`src/rtl/tlul_host_req.sv`:
```
// tlul_host_req: single-outstanding TL-UL host adapter.
// Turns a local req/gnt command into one TL-UL A-channel request and reports
// the D-channel completion (or a timeout error) as a registered rvalid pulse.
// Ports:
//   clk, rst                  clock, synchronous active-high reset
//   req_i/gnt_o               local command handshake (gnt_o is a 1-cycle pulse)
//   we_i, addr_i, wdata_i, be_i  command fields, captured on grant
//   rvalid_o, rdata_o, err_o  completion pulse with read data and error flag
//   unexp_o                   pulse for a dropped unsolicited D beat
//   busy_o                    a transaction is in flight
//   tl_o / tl_i               TL-UL host-to-device / device-to-host buses

package top_pkg;
    localparam int unsigned TL_AW  = 32;
    localparam int unsigned TL_DW  = 32;
    localparam int unsigned TL_AIW = 8;
    localparam int unsigned TL_DIW = 1;
    localparam int unsigned TL_DBW = TL_DW / 8;
    localparam int unsigned TL_SZW = 2;
endpackage

package tlul_pkg;
    // A-channel opcodes
    localparam logic [2:0] PUT_FULL_DATA    = 3'h0;
    localparam logic [2:0] PUT_PARTIAL_DATA = 3'h1;
    localparam logic [2:0] GET              = 3'h4;
    // D-channel opcodes
    localparam logic [2:0] ACCESS_ACK       = 3'h0;
    localparam logic [2:0] ACCESS_ACK_DATA  = 3'h1;

    typedef struct packed {
        logic                         a_valid;
        logic [2:0]                   a_opcode;
        logic [2:0]                   a_param;
        logic [top_pkg::TL_SZW-1:0]   a_size;
        logic [top_pkg::TL_AIW-1:0]   a_source;
        logic [top_pkg::TL_AW-1:0]    a_address;
        logic [top_pkg::TL_DBW-1:0]   a_mask;
        logic [top_pkg::TL_DW-1:0]    a_data;
        logic                         d_ready;
    } tl_h2d_t;

    typedef struct packed {
        logic                         d_valid;
        logic [2:0]                   d_opcode;
        logic [2:0]                   d_param;
        logic [top_pkg::TL_SZW-1:0]   d_size;
        logic [top_pkg::TL_AIW-1:0]   d_source;
        logic [top_pkg::TL_DIW-1:0]   d_sink;
        logic [top_pkg::TL_DW-1:0]    d_data;
        logic                         d_error;
        logic                         a_ready;
    } tl_d2h_t;
endpackage

module tlul_host_req
    import tlul_pkg::*;
#(
    parameter logic [top_pkg::TL_AIW-1:0] SOURCE_ID      = '0,
    parameter int unsigned                TIMEOUT_CYCLES = 1024
) (
    input  logic                         clk,
    input  logic                         rst,
    input  logic                         req_i,
    output logic                         gnt_o,
    input  logic                         we_i,
    input  logic [top_pkg::TL_AW-1:0]    addr_i,
    input  logic [top_pkg::TL_DW-1:0]    wdata_i,
    input  logic [top_pkg::TL_DBW-1:0]   be_i,
    output logic                         rvalid_o,
    output logic [top_pkg::TL_DW-1:0]    rdata_o,
    output logic                         err_o,
    output logic                         unexp_o,
    output logic                         busy_o,
    output tl_h2d_t                      tl_o,
    input  tl_d2h_t                      tl_i
);

    localparam int unsigned AW    = top_pkg::TL_AW;
    localparam int unsigned DW    = top_pkg::TL_DW;
    localparam int unsigned DBW   = top_pkg::TL_DBW;
    localparam int unsigned SZW   = top_pkg::TL_SZW;
    localparam int unsigned CNT_W = 16;
    localparam logic [CNT_W-1:0] TIMEOUT = CNT_W'(TIMEOUT_CYCLES);

    typedef enum logic [1:0] {
        S_IDLE = 2'd0,
        S_REQ  = 2'd1,
        S_RSP  = 2'd2
    } state_e;

    state_e state_q, state_d;

    // Captured command; the low address bits are dropped (word aligned)
    logic            we_q;
    logic [AW-3:0]   addr_q;
    logic [DW-1:0]   wdata_q;
    logic [DBW-1:0]  be_q;
    logic [CNT_W-1:0] cnt_q, cnt_d;

    logic            load;
    logic            gnt_d, rvalid_d, err_d, unexp_d;
    logic [DW-1:0]   rdata_d;

    logic            a_hs;
    logic            timeout;
    logic            rsp_err;
    logic [DW-1:0]   rsp_data;

    // D-channel fields this host never looks at
    logic unused_inputs;
    assign unused_inputs = ^{tl_i.d_param, tl_i.d_size, tl_i.d_sink, addr_i[1:0]};

    assign a_hs    = (state_q == S_REQ) && tl_i.a_ready;
    assign timeout = (cnt_q == TIMEOUT);

    // Response check: Get must see AccessAckData, Put must see AccessAck
    assign rsp_err  = tl_i.d_error
                    | (tl_i.d_source != SOURCE_ID)
                    | (we_q ? (tl_i.d_opcode != ACCESS_ACK)
                            : (tl_i.d_opcode != ACCESS_ACK_DATA));
    assign rsp_data = we_q ? '0 : tl_i.d_data;

    // State register
    always_ff @(posedge clk) begin
        if (rst) begin
            state_q <= S_IDLE;
        end else begin
            state_q <= state_d;
        end
    end

    // Next-state logic
    always_comb begin
        state_d = state_q;
        case (state_q)
            S_IDLE: begin
                if (req_i) state_d = S_REQ;
            end
            S_REQ: begin
                // a D beat on the handshake cycle completes without visiting RSP
                if (a_hs) state_d = tl_i.d_valid ? S_IDLE : S_RSP;
            end
            S_RSP: begin
                if (tl_i.d_valid || timeout) state_d = S_IDLE;
            end
            default: state_d = S_IDLE;
        endcase
    end

    // Output / datapath next values
    always_comb begin
        gnt_d    = 1'b0;
        rvalid_d = 1'b0;
        err_d    = 1'b0;
        rdata_d  = '0;
        unexp_d  = 1'b0;
        load     = 1'b0;
        cnt_d    = cnt_q;
        case (state_q)
            S_IDLE: begin
                gnt_d   = req_i;
                load    = req_i;
                unexp_d = tl_i.d_valid;
            end
            S_REQ: begin
                if (a_hs) begin
                    cnt_d = '0;
                    if (tl_i.d_valid) begin
                        rvalid_d = 1'b1;
                        err_d    = rsp_err;
                        rdata_d  = rsp_data;
                    end
                end else begin
                    unexp_d = tl_i.d_valid;
                end
            end
            S_RSP: begin
                // a beat arriving on the timeout cycle wins over the timeout
                if (tl_i.d_valid) begin
                    rvalid_d = 1'b1;
                    err_d    = rsp_err;
                    rdata_d  = rsp_data;
                end else if (timeout) begin
                    rvalid_d = 1'b1;
                    err_d    = 1'b1;
                end else if (cnt_q != '1) begin
                    cnt_d = cnt_q + CNT_W'(1);
                end
            end
            default: ;
        endcase
    end

    // Registered outputs, command capture and timeout counter
    always_ff @(posedge clk) begin
        if (rst) begin
            gnt_o    <= 1'b0;
            rvalid_o <= 1'b0;
            err_o    <= 1'b0;
            rdata_o  <= '0;
            unexp_o  <= 1'b0;
            cnt_q    <= '0;
            we_q     <= 1'b0;
            addr_q   <= '0;
            wdata_q  <= '0;
            be_q     <= '0;
        end else begin
            gnt_o    <= gnt_d;
            rvalid_o <= rvalid_d;
            err_o    <= err_d;
            rdata_o  <= rdata_d;
            unexp_o  <= unexp_d;
            cnt_q    <= cnt_d;
            if (load) begin
                we_q    <= we_i;
                addr_q  <= addr_i[AW-1:2];
                wdata_q <= wdata_i;
                be_q    <= be_i;
            end
        end
    end

    assign busy_o = (state_q != S_IDLE);

    // A channel is driven purely from captured fields, so it is stable under backpressure
    always_comb begin
        tl_o           = '0;
        tl_o.a_valid   = (state_q == S_REQ);
        tl_o.a_opcode  = !we_q          ? GET :
                         (be_q == '1)   ? PUT_FULL_DATA : PUT_PARTIAL_DATA;
        tl_o.a_param   = '0;
        tl_o.a_size    = SZW'(2);
        tl_o.a_source  = SOURCE_ID;
        tl_o.a_address = {addr_q, 2'b00};
        tl_o.a_mask    = be_q;
        tl_o.a_data    = we_q ? wdata_q : '0;
        tl_o.d_ready   = !rst;
    end

endmodule

```
`config.mk`:
```
export PLATFORM = sky130hd
export DESIGN_NAME = tlul_host_req
export DESIGN_NICKNAME = d
export VERILOG_FILES = /design/src/rtl/tlul_host_req.sv
export SDC_FILE = /design/constraint.sdc
export NUM_CORES = 1
export LEC_CHECK = 0
export CORE_MARGIN = 4
export CORE_UTILIZATION = 43
export CTS_CLUSTER_DIAMETER = 200
export DETAILED_ROUTE_END_ITERATION = 12
export PLACE_DENSITY = 0.86
export SYNTH_ARGS = -nofsm -noshare
export SYNTH_HDL_FRONTEND = slang
export SYNTH_SLANG_ARGS = --single-unit
```
`constraint.sdc`:
```
create_clock -name clk -period 3.95 [get_ports clk]
set_input_delay 0.79 -clock clk [delete_from_list [all_inputs] [get_ports clk]]
set_output_delay 0.79 -clock clk [all_outputs]
set_load 0.005 [all_outputs]
```
==> results of run 1 <==
## path summary, 6_finish.rpt
check,start,endpoint,slack [ns],cells past startpoint
max,we_q$_SDFFE_PP0P_,tl_o[10],1.09,3
min,wdata_q[25]$_SDFFE_PP0P_,wdata_q[25]$_SDFFE_PP0P_,0.45,2
max reg2reg,cnt_q[0]$_SDFFE_PP0P_,cnt_q[11]$_SDFFE_PP0P_,1.74,6
min reg2reg,wdata_q[25]$_SDFFE_PP0P_,wdata_q[25]$_SDFFE_PP0P_,0.45,2
## cell families after synthesis
kind of cell | count (synthesis) | synth area share, %
mux | 2 | 0.447
buf+inv | 58 | 6.24
other cells | 2 | 0.158
xor+xnor | 1 | 0.184
simple gates | 273 | 28.1
flops | 121 | 50.9
compound gates | 111 | 12.6
fa+ha+maj | 5 | 1.32
## registers in the layout, summed over array words and instances, names as in the netlist
signal    flops
err_o         1
gnt_o         1
cnt_q        16
rvalid_o      1
be_q          4
we_q          1
addr_q       30
unexp_o       1
wdata_q      32
rdata_o      32
state_q       2
## layout by cell type (no fill, tap or decap), drive strengths merged, types with 7 or more instances in the layout
master / netlist / routed
a21oi: 80 / 80
a31oi: 7 / 7
and2: 68 / 68
clkbuf: 27 / 23
clkdlybuf4s50: 0 / 221
conb: 2 / 16
dfxtp: 121 / 121
inv: 7 / 7
nand2: 149 / 149
nor2: 20 / 20
o21ai: 14 / 14
## layout make-up
class,count,area share [%]
diodes,1,0.0331
well taps,140,2.32
repair buffers,227,29.8
flip-flops and latches,121,32.0
clock buffers,23,6.17
clock inverters,9,1.59
inverters,7,0.348
multi-input cells,408,27.7
## stage by stage
stage	worst slack (ns)	hold slack, ns	power (mW)	std cells
5_1_grt	0.949	0.472	3.35	935
3_5_place_dp	1.21	0.445	1.72	903
2_1_floorplan	2.04	0.432	1.49	587
6_report	1.09	0.449	3.21	936
3_3_place_gp	1.29	0.437	1.71	903
4_1_cts	1.04	0.452	3.25	935
## power groups by stage
stage / Combinational (mW) / Sequential (mW) / Clock [mW]
3_3_place_gp: 0.376 / 1.33 / 0
5_1_grt: 0.423 / 1.31 / 1.61
4_1_cts: 0.389 / 1.31 / 1.56
6_report: 0.385 / 1.31 / 1.52
3_5_place_dp: 0.385 / 1.33 / 0
2_1_floorplan: 0.163 / 1.33 / 0
## layer usage
layer | global-route usage [%] | share of wire (%) | vias to the layer above
met5 | 0 | 0 | -
met4 | 8.25 | 1.7 | 0
met3 | 10.1 | 9.2 | 21
met2 | 38.2 | 50 | 170
met1 | 23.1 | 39 | 2082
li1 | - | - | 2270
## worst max-delay path, cell delays in order, from the launching register on
cell,delay (ns)
dfxtp_1,0.56
buf_4,0.30
and2_1,0.17
clkdlybuf4s50_1,0.53
## Yosys cell counts (2+ instances only)
| master | count | area [um2] |
|---|---|---|
| nand2_1 | 149 | 559 |
| dfxtp_1 | 121 | 2420 |
| a21oi_1 | 80 | 400 |
| and2_1 | 67 | 419 |
| clkbuf_1 | 27 | 101 |
| nor2_1 | 20 | 75.1 |
| buf_4 | 16 | 120 |
| o21ai_1 | 8 | 40.0 |
| a31oi_1 | 7 | 43.8 |
| inv_1 | 6 | 22.5 |
| nand4_1 | 6 | 37.5 |
| o21ai_0 | 6 | 30.0 |
| and3_1 | 5 | 31.3 |
| ha_1 | 5 | 62.6 |
| nand3_1 | 5 | 25.0 |
| o31ai_1 | 5 | 37.5 |
| and4_1 | 3 | 26.3 |
| buf_1 | 3 | 11.3 |
| buf_2 | 3 | 15.0 |
| nor2b_1 | 3 | 18.8 |
| nor3_1 | 3 | 15.0 |
| a41oi_1 | 2 | 17.5 |
| buf_6 | 2 | 22.5 |
| conb_1 | 2 | 7.51 |
| nand3b_1 | 2 | 15.0 |
| nor4_1 | 2 | 12.5 |
| nor4b_4 | 2 | 47.6 |
==> summary.md, run 1 <==
| Metric | Value |
|---|---|
| Status | `completed` |
| Power Density | `about 430 nW/um2` |
| Clock Skew | `~0.0084 ns` |
| Vias/cell | `4.85` |
| Rows | `38` |
| Max-cap violations | `0` |
| CP Max Fanout | `22` |
| Initial antenna violation count | `0` |
| Cell area after synthesis | `around 4800 um2` |
| Starting DRT DRC Count | `roughly 180` |
| Syn Inst Count | `573` |
| CP Data Required Time | `approximately 3.2 ns` |
| Synth unique cells | `40` |
| Gr ovfl total | `0` |
| Slew headroom | `between 40% and 50%` |
| Placed instance area | `about 7000 um2` |
| Port bufs | `approximately 220` |
| DIE AREA | `between 10000 and 15000 um2` |
| Ys async rst share | `0%` |
| Leak Pwr | `between 2 and 3 nW` |
| CTS tree | `done` |
| Post-Route WL | `14100 um` |
| Final Critical Period | `2.86 ns` |
| Sequential power share | `about two fifths` |
| Final HPWL DP | `roughly 10000 um` |
| FF+latch count, synth | `~120` |
| Worst-path clk slew | `~0.05 ns` |
| Final GP Congestion | `0.910` |
| Die X | `roughly 110 um` |
| Warnings, synthesis | `0` |
| Clock share of power | `a little under half` |
| Crit start category | `flop` |
| Sink Count | `between 100 and 150` |
| I/O pins | `approximately 250` |
| Share of layout cells above drive strength 1 | `roughly 5.5%` |
| Register Area | `~2400 um2` |
| CTS buffer count | `17` |
| Slew Viols, Final | `0` |
| HP Class | `flop to flop` |
| Post-synth EDFFs | `0` |
| FILL cells | `approximately 840` |
| Peak VDD IR | `317 uV` |
| F_max | `349 MHz` |
| Final design utilization | `a little over two thirds` |
| Internal power | `approximately 2.5 mW` |
| DRT Pass-1 Iters | `5` |
| Setup TNS | `0 ns` |
| Area grow syn2layout | `59.0%` |
| Final Cycle Share | `about 72%` |
| # DRC | `0` |
| Post-route ant nets | `0` |
| Largest net degree at the start of global routing | `74` |
| Area of the multi-input gates | `around 2100 um2` |
| Crit path DAT | `2.07 ns` |
| Core area | `about 11000 um2` |
| Syn avg cell area | `8.30 um2` |
| H-tree depth | `4` |
| CTS Hold Bufs | `0` |
| Final Hold Viols | `0` |
| Post-CTS Setup Repair Bufs | `0` |
| Clock Latency Late Sink | `~0.52 ns` |
| Total Routing Usage GR | `roughly 22%` |
| Critical path type | `flop to output pin` |
| DR vias | `around 4500` |
| CTS root buf | `clkbuf_8` |
| RSZ-0062 raised after global routing | `false` |
| Switching portion of total power | `between 20% and 30%` |
| Avg WL per Cell | `about 15 um` |
| DIE HEIGHT | `around 110 um` |
| Final setup viols | `0` |
| Top_reg_cell synth | `dfxtp_1` |
| Longest Clk Path Bufs | `2` |
| Sequential fraction of the synthesis area | `roughly half` |
| Post-cts resize count | `0` |
| Nets | `a little over 900` |
| Combinational power share | `a little under an eighth` |
| Worst setup EP type | `output pin` |
| Initial cell density of the core | `between 40% and 50%` |
| Vias in the first global route | `approximately 4600` |
| Cell area after layout | `between 7000 and 8000 um2` |
| First-pass GRT wire length | `between 20000 and 25000 um` |
| Switching power | `714 uW` |
| Worst-margin pin slew | `0.864 ns` |
No activity file was read; power rests on OpenSTA's default activity.
==> run 2, diff against run 1 <==
--- a/config.mk
+++ b/config.mk
@@ -6,10 +6,10 @@
 export NUM_CORES = 1
 export LEC_CHECK = 0
 export CORE_MARGIN = 4
-export CORE_UTILIZATION = 43
+export CORE_UTILIZATION = 40
 export CTS_CLUSTER_DIAMETER = 200
 export DETAILED_ROUTE_END_ITERATION = 12
-export PLACE_DENSITY = 0.86
+export PLACE_DENSITY = 0.81
 export SYNTH_ARGS = -nofsm -noshare
 export SYNTH_HDL_FRONTEND = slang
 export SYNTH_SLANG_ARGS = --single-unit
==> constraint.sdc (replaced) <==
create_clock -name clk -period 2.97 [get_ports clk]
set_input_delay 0.594 -clock clk [delete_from_list [all_inputs] [get_ports clk]]
set_output_delay 0.594 -clock clk [all_outputs]
set_load 0.005 [all_outputs]
==> run 2 against run 1 <==
- die area rose by 7.0%
- core utilization decreased by 3.1 points
- combinational power up 37%
- sequential cell count did not move
- sequential power grew 33%
- critical path type unchanged
- critical endpoint is now tl_o[32]
- largest power group unchanged
- highest routed layer unchanged
==> summary.md, run 2 (synthesized netlist as in run 1, its figures left out) <==
| Metric | Value |
|---|---|
| Core area | `11500 um2 (was 10800 um2)` |
| Longest Clk Path Bufs | `2 (unchanged)` |
| Combinational power share | `11.6% (was 12.0%)` |
| F_max | `approximately 400 MHz` |
| I/O pins | `247 (unchanged)` |
| DRT Pass-1 Iters | `4 (was 5)` |
| CTS Hold Bufs | `0 (unchanged)` |
| Setup TNS | `0 ns (unchanged)` |
| CTS buffer count | `17 (unchanged)` |
| Final Hold Viols | `0 (unchanged)` |
| Max-cap violations | `0 (unchanged)` |
| RSZ-0062 raised after global routing | `false (unchanged)` |
| Area grow syn2layout | `61.3% (was 59.0%)` |
| Final setup viols | `0 (unchanged)` |
| Critical path type | `flop to output pin (unchanged)` |
| Internal power | `3.54 mW (was 2.50 mW)` |
| First-pass GRT wire length | `21700 um (was 22200 um)` |
| Gr ovfl total | `0 (unchanged)` |
| FILL cells | `901 (was 841)` |
| Die X | `117 um (was 113 um)` |
| Biggest regs | `rdata_o x32, wdata_q x32, addr_q x30 (unchanged)` |
| Nets | `913 (was 911)` |
| DIE HEIGHT | `117 um (was 113 um)` |
| Initial cell density of the core | `41.3% (was 43.9%)` |
| Post-CTS Setup Repair Bufs | `0 (unchanged)` |
| Rows | `39 (was 38)` |
| Final design utilization | `66.6% (was 69.7%)` |
| Power Density | `591 nW/um2 (was 425 nW/um2)` |
| Crit path DAT | `1.86 ns (was 2.07 ns)` |
| Post-route ant nets | `0 (unchanged)` |
| Clock Skew | `0.00676 ns (was 0.00841 ns)` |
| Total power after layout | `4.54 mW (was 3.21 mW)` |
| Slew Viols, Final | `0 (unchanged)` |
| Peak VDD IR | `495 uV (was 317 uV)` |
| Switching power | `998 uW (was 714 uW)` |
| # DRC | `0 (unchanged)` |
| Commonest non-fill, non-tap cell in the layout | `clkdlybuf4s50_1 (unchanged)` |
| Port bufs | `222 (unchanged)` |
| Initial antenna violation count | `0 (unchanged)` |
| Total Routing Usage GR | `20.6% (was 21.9%)` |
| Clock Latency Late Sink | `0.41 ns (was 0.52 ns)` |
| Register Area | `2420 um2 (unchanged)` |
| DR vias | `4618 (was 4543)` |
| Leak Pwr | `2.94 nW (was 2.91 nW)` |
| CP Max Fanout | `28 (was 22)` |
| Post-Route WL | `14400 um (was 14100 um)` |
| Post-cts resize count | `0 (unchanged)` |
| Vias in the first global route | `4573 (was 4574)` |
| Area of the multi-input gates | `2090 um2 (unchanged)` |
| CP Data Required Time | `2.38 ns (was 3.16 ns)` |
| Starting DRT DRC Count | `200 (was 183)` |
| PnR worst setup slack | `0.520 ns (was 1.09 ns)` |
| HP Class | `flop to flop (unchanged)` |
| Slew headroom | `49.2% (was 42.4%)` |
| Largest net degree at the start of global routing | `73 (was 74)` |
| Switching portion of total power | `22.0% (was 22.2%)` |
| Crit start category | `flop (unchanged)` |
| DIE AREA | `13700 um2 (was 12800 um2)` |
| Status | `completed (unchanged)` |
| Final HPWL DP | `10600 um (was 10400 um)` |
| Avg WL per Cell | `15.3 um (was 15.1 um)` |
| CTS root buf | `clkbuf_16 (was clkbuf_8)` |
| ANT cells | `0 (was 1)` |
| Worst setup EP type | `output pin (unchanged)` |
| Final Cycle Share | `roughly 82%` |
| Worst-path clk slew | `0.05 ns (about the same)` |
| Most frequent cells in the layout | `clkdlybuf4s50_1, nand2_1, dfxtp_1 (unchanged)` |
| H-tree depth | `4 (unchanged)` |
| Worst-margin pin slew | `0.762 ns (was 0.864 ns)` |
| Sink Count | `121 (unchanged)` |
| Sequential power share | `38.3% (was 40.7%)` |
| DP Worst Slack | `0.646 ns (was 1.21 ns)` |
| Final Critical Period | `between 2 and 2.5 ns` |
| CTS tree | `done (unchanged)` |
| Clock share of power | `50.0% (was 47.3%)` |
| Final GP Congestion | `0.842 (was 0.910)` |
| Share of layout cells above drive strength 1 | `5.77% (was 5.53%)` |
| Vias/cell | `4.91 (was 4.85)` |
==> run 2: final cells by class <==
type,instances,area share (%)
Sequential cell,121,31.6
Timing Repair Buffer,229,29.9
Multi-Input combinational cell,408,27.3
Clock buffer,22,6.05
Clock inverter,10,2.48
Tap cell,143,2.33
Inverter,7,0.343
==> run 2: final timing paths <==
path	cells after the start	endpoint	slack, ns	start
max reg2reg	6	cnt_q[8]$_SDFFE_PP0P_	1.03	cnt_q[0]$_SDFFE_PP0P_
min reg2reg	2	wdata_q[15]$_SDFFE_PP0P_	0.45	wdata_q[15]$_SDFFE_PP0P_
min	2	wdata_q[15]$_SDFFE_PP0P_	0.45	wdata_q[15]$_SDFFE_PP0P_
max	3	tl_o[32]	0.52	we_q$_SDFFE_PP0P_
==> run 2: critical path: stages, from the launching register on <==
cell	delay, ns
dfxtp_1	0.44
buf_4	0.30
and2_1	0.17
clkdlybuf4s50_1	0.53
==> run 2: power by group through the flow <==
stage	Combinational (mW)	Sequential, mW	Clock (mW)
4_1_cts	0.532	1.74	2.30
2_1_floorplan	0.216	1.77	0
5_1_grt	0.579	1.75	2.37
3_5_place_dp	0.528	1.77	0
3_3_place_gp	0.518	1.77	0
6_report	0.527	1.74	2.27
==> run 2: stage by stage <==
step                hold slack, ns  instance area [um2]  std cells
detailed placement           0.442                 7010        908
finish                       0.448                 7670        940
global placement             0.437                 7010        908
floorplan                    0.432                 4810        587
global route                 0.463                 7670        940
CTS                          0.449                 7670        940
==> run 2: routing by layer <==
metal / up-vias / track usage (%) / share of wire [%]
li1: 2269 / - / -
met1: 2146 / 21.1 / 37
met2: 174 / 35.2 / 50
met3: 29 / 10.6 / 10
met4: 0 / 8.79 / 2.5
met5: - / 0 / 0
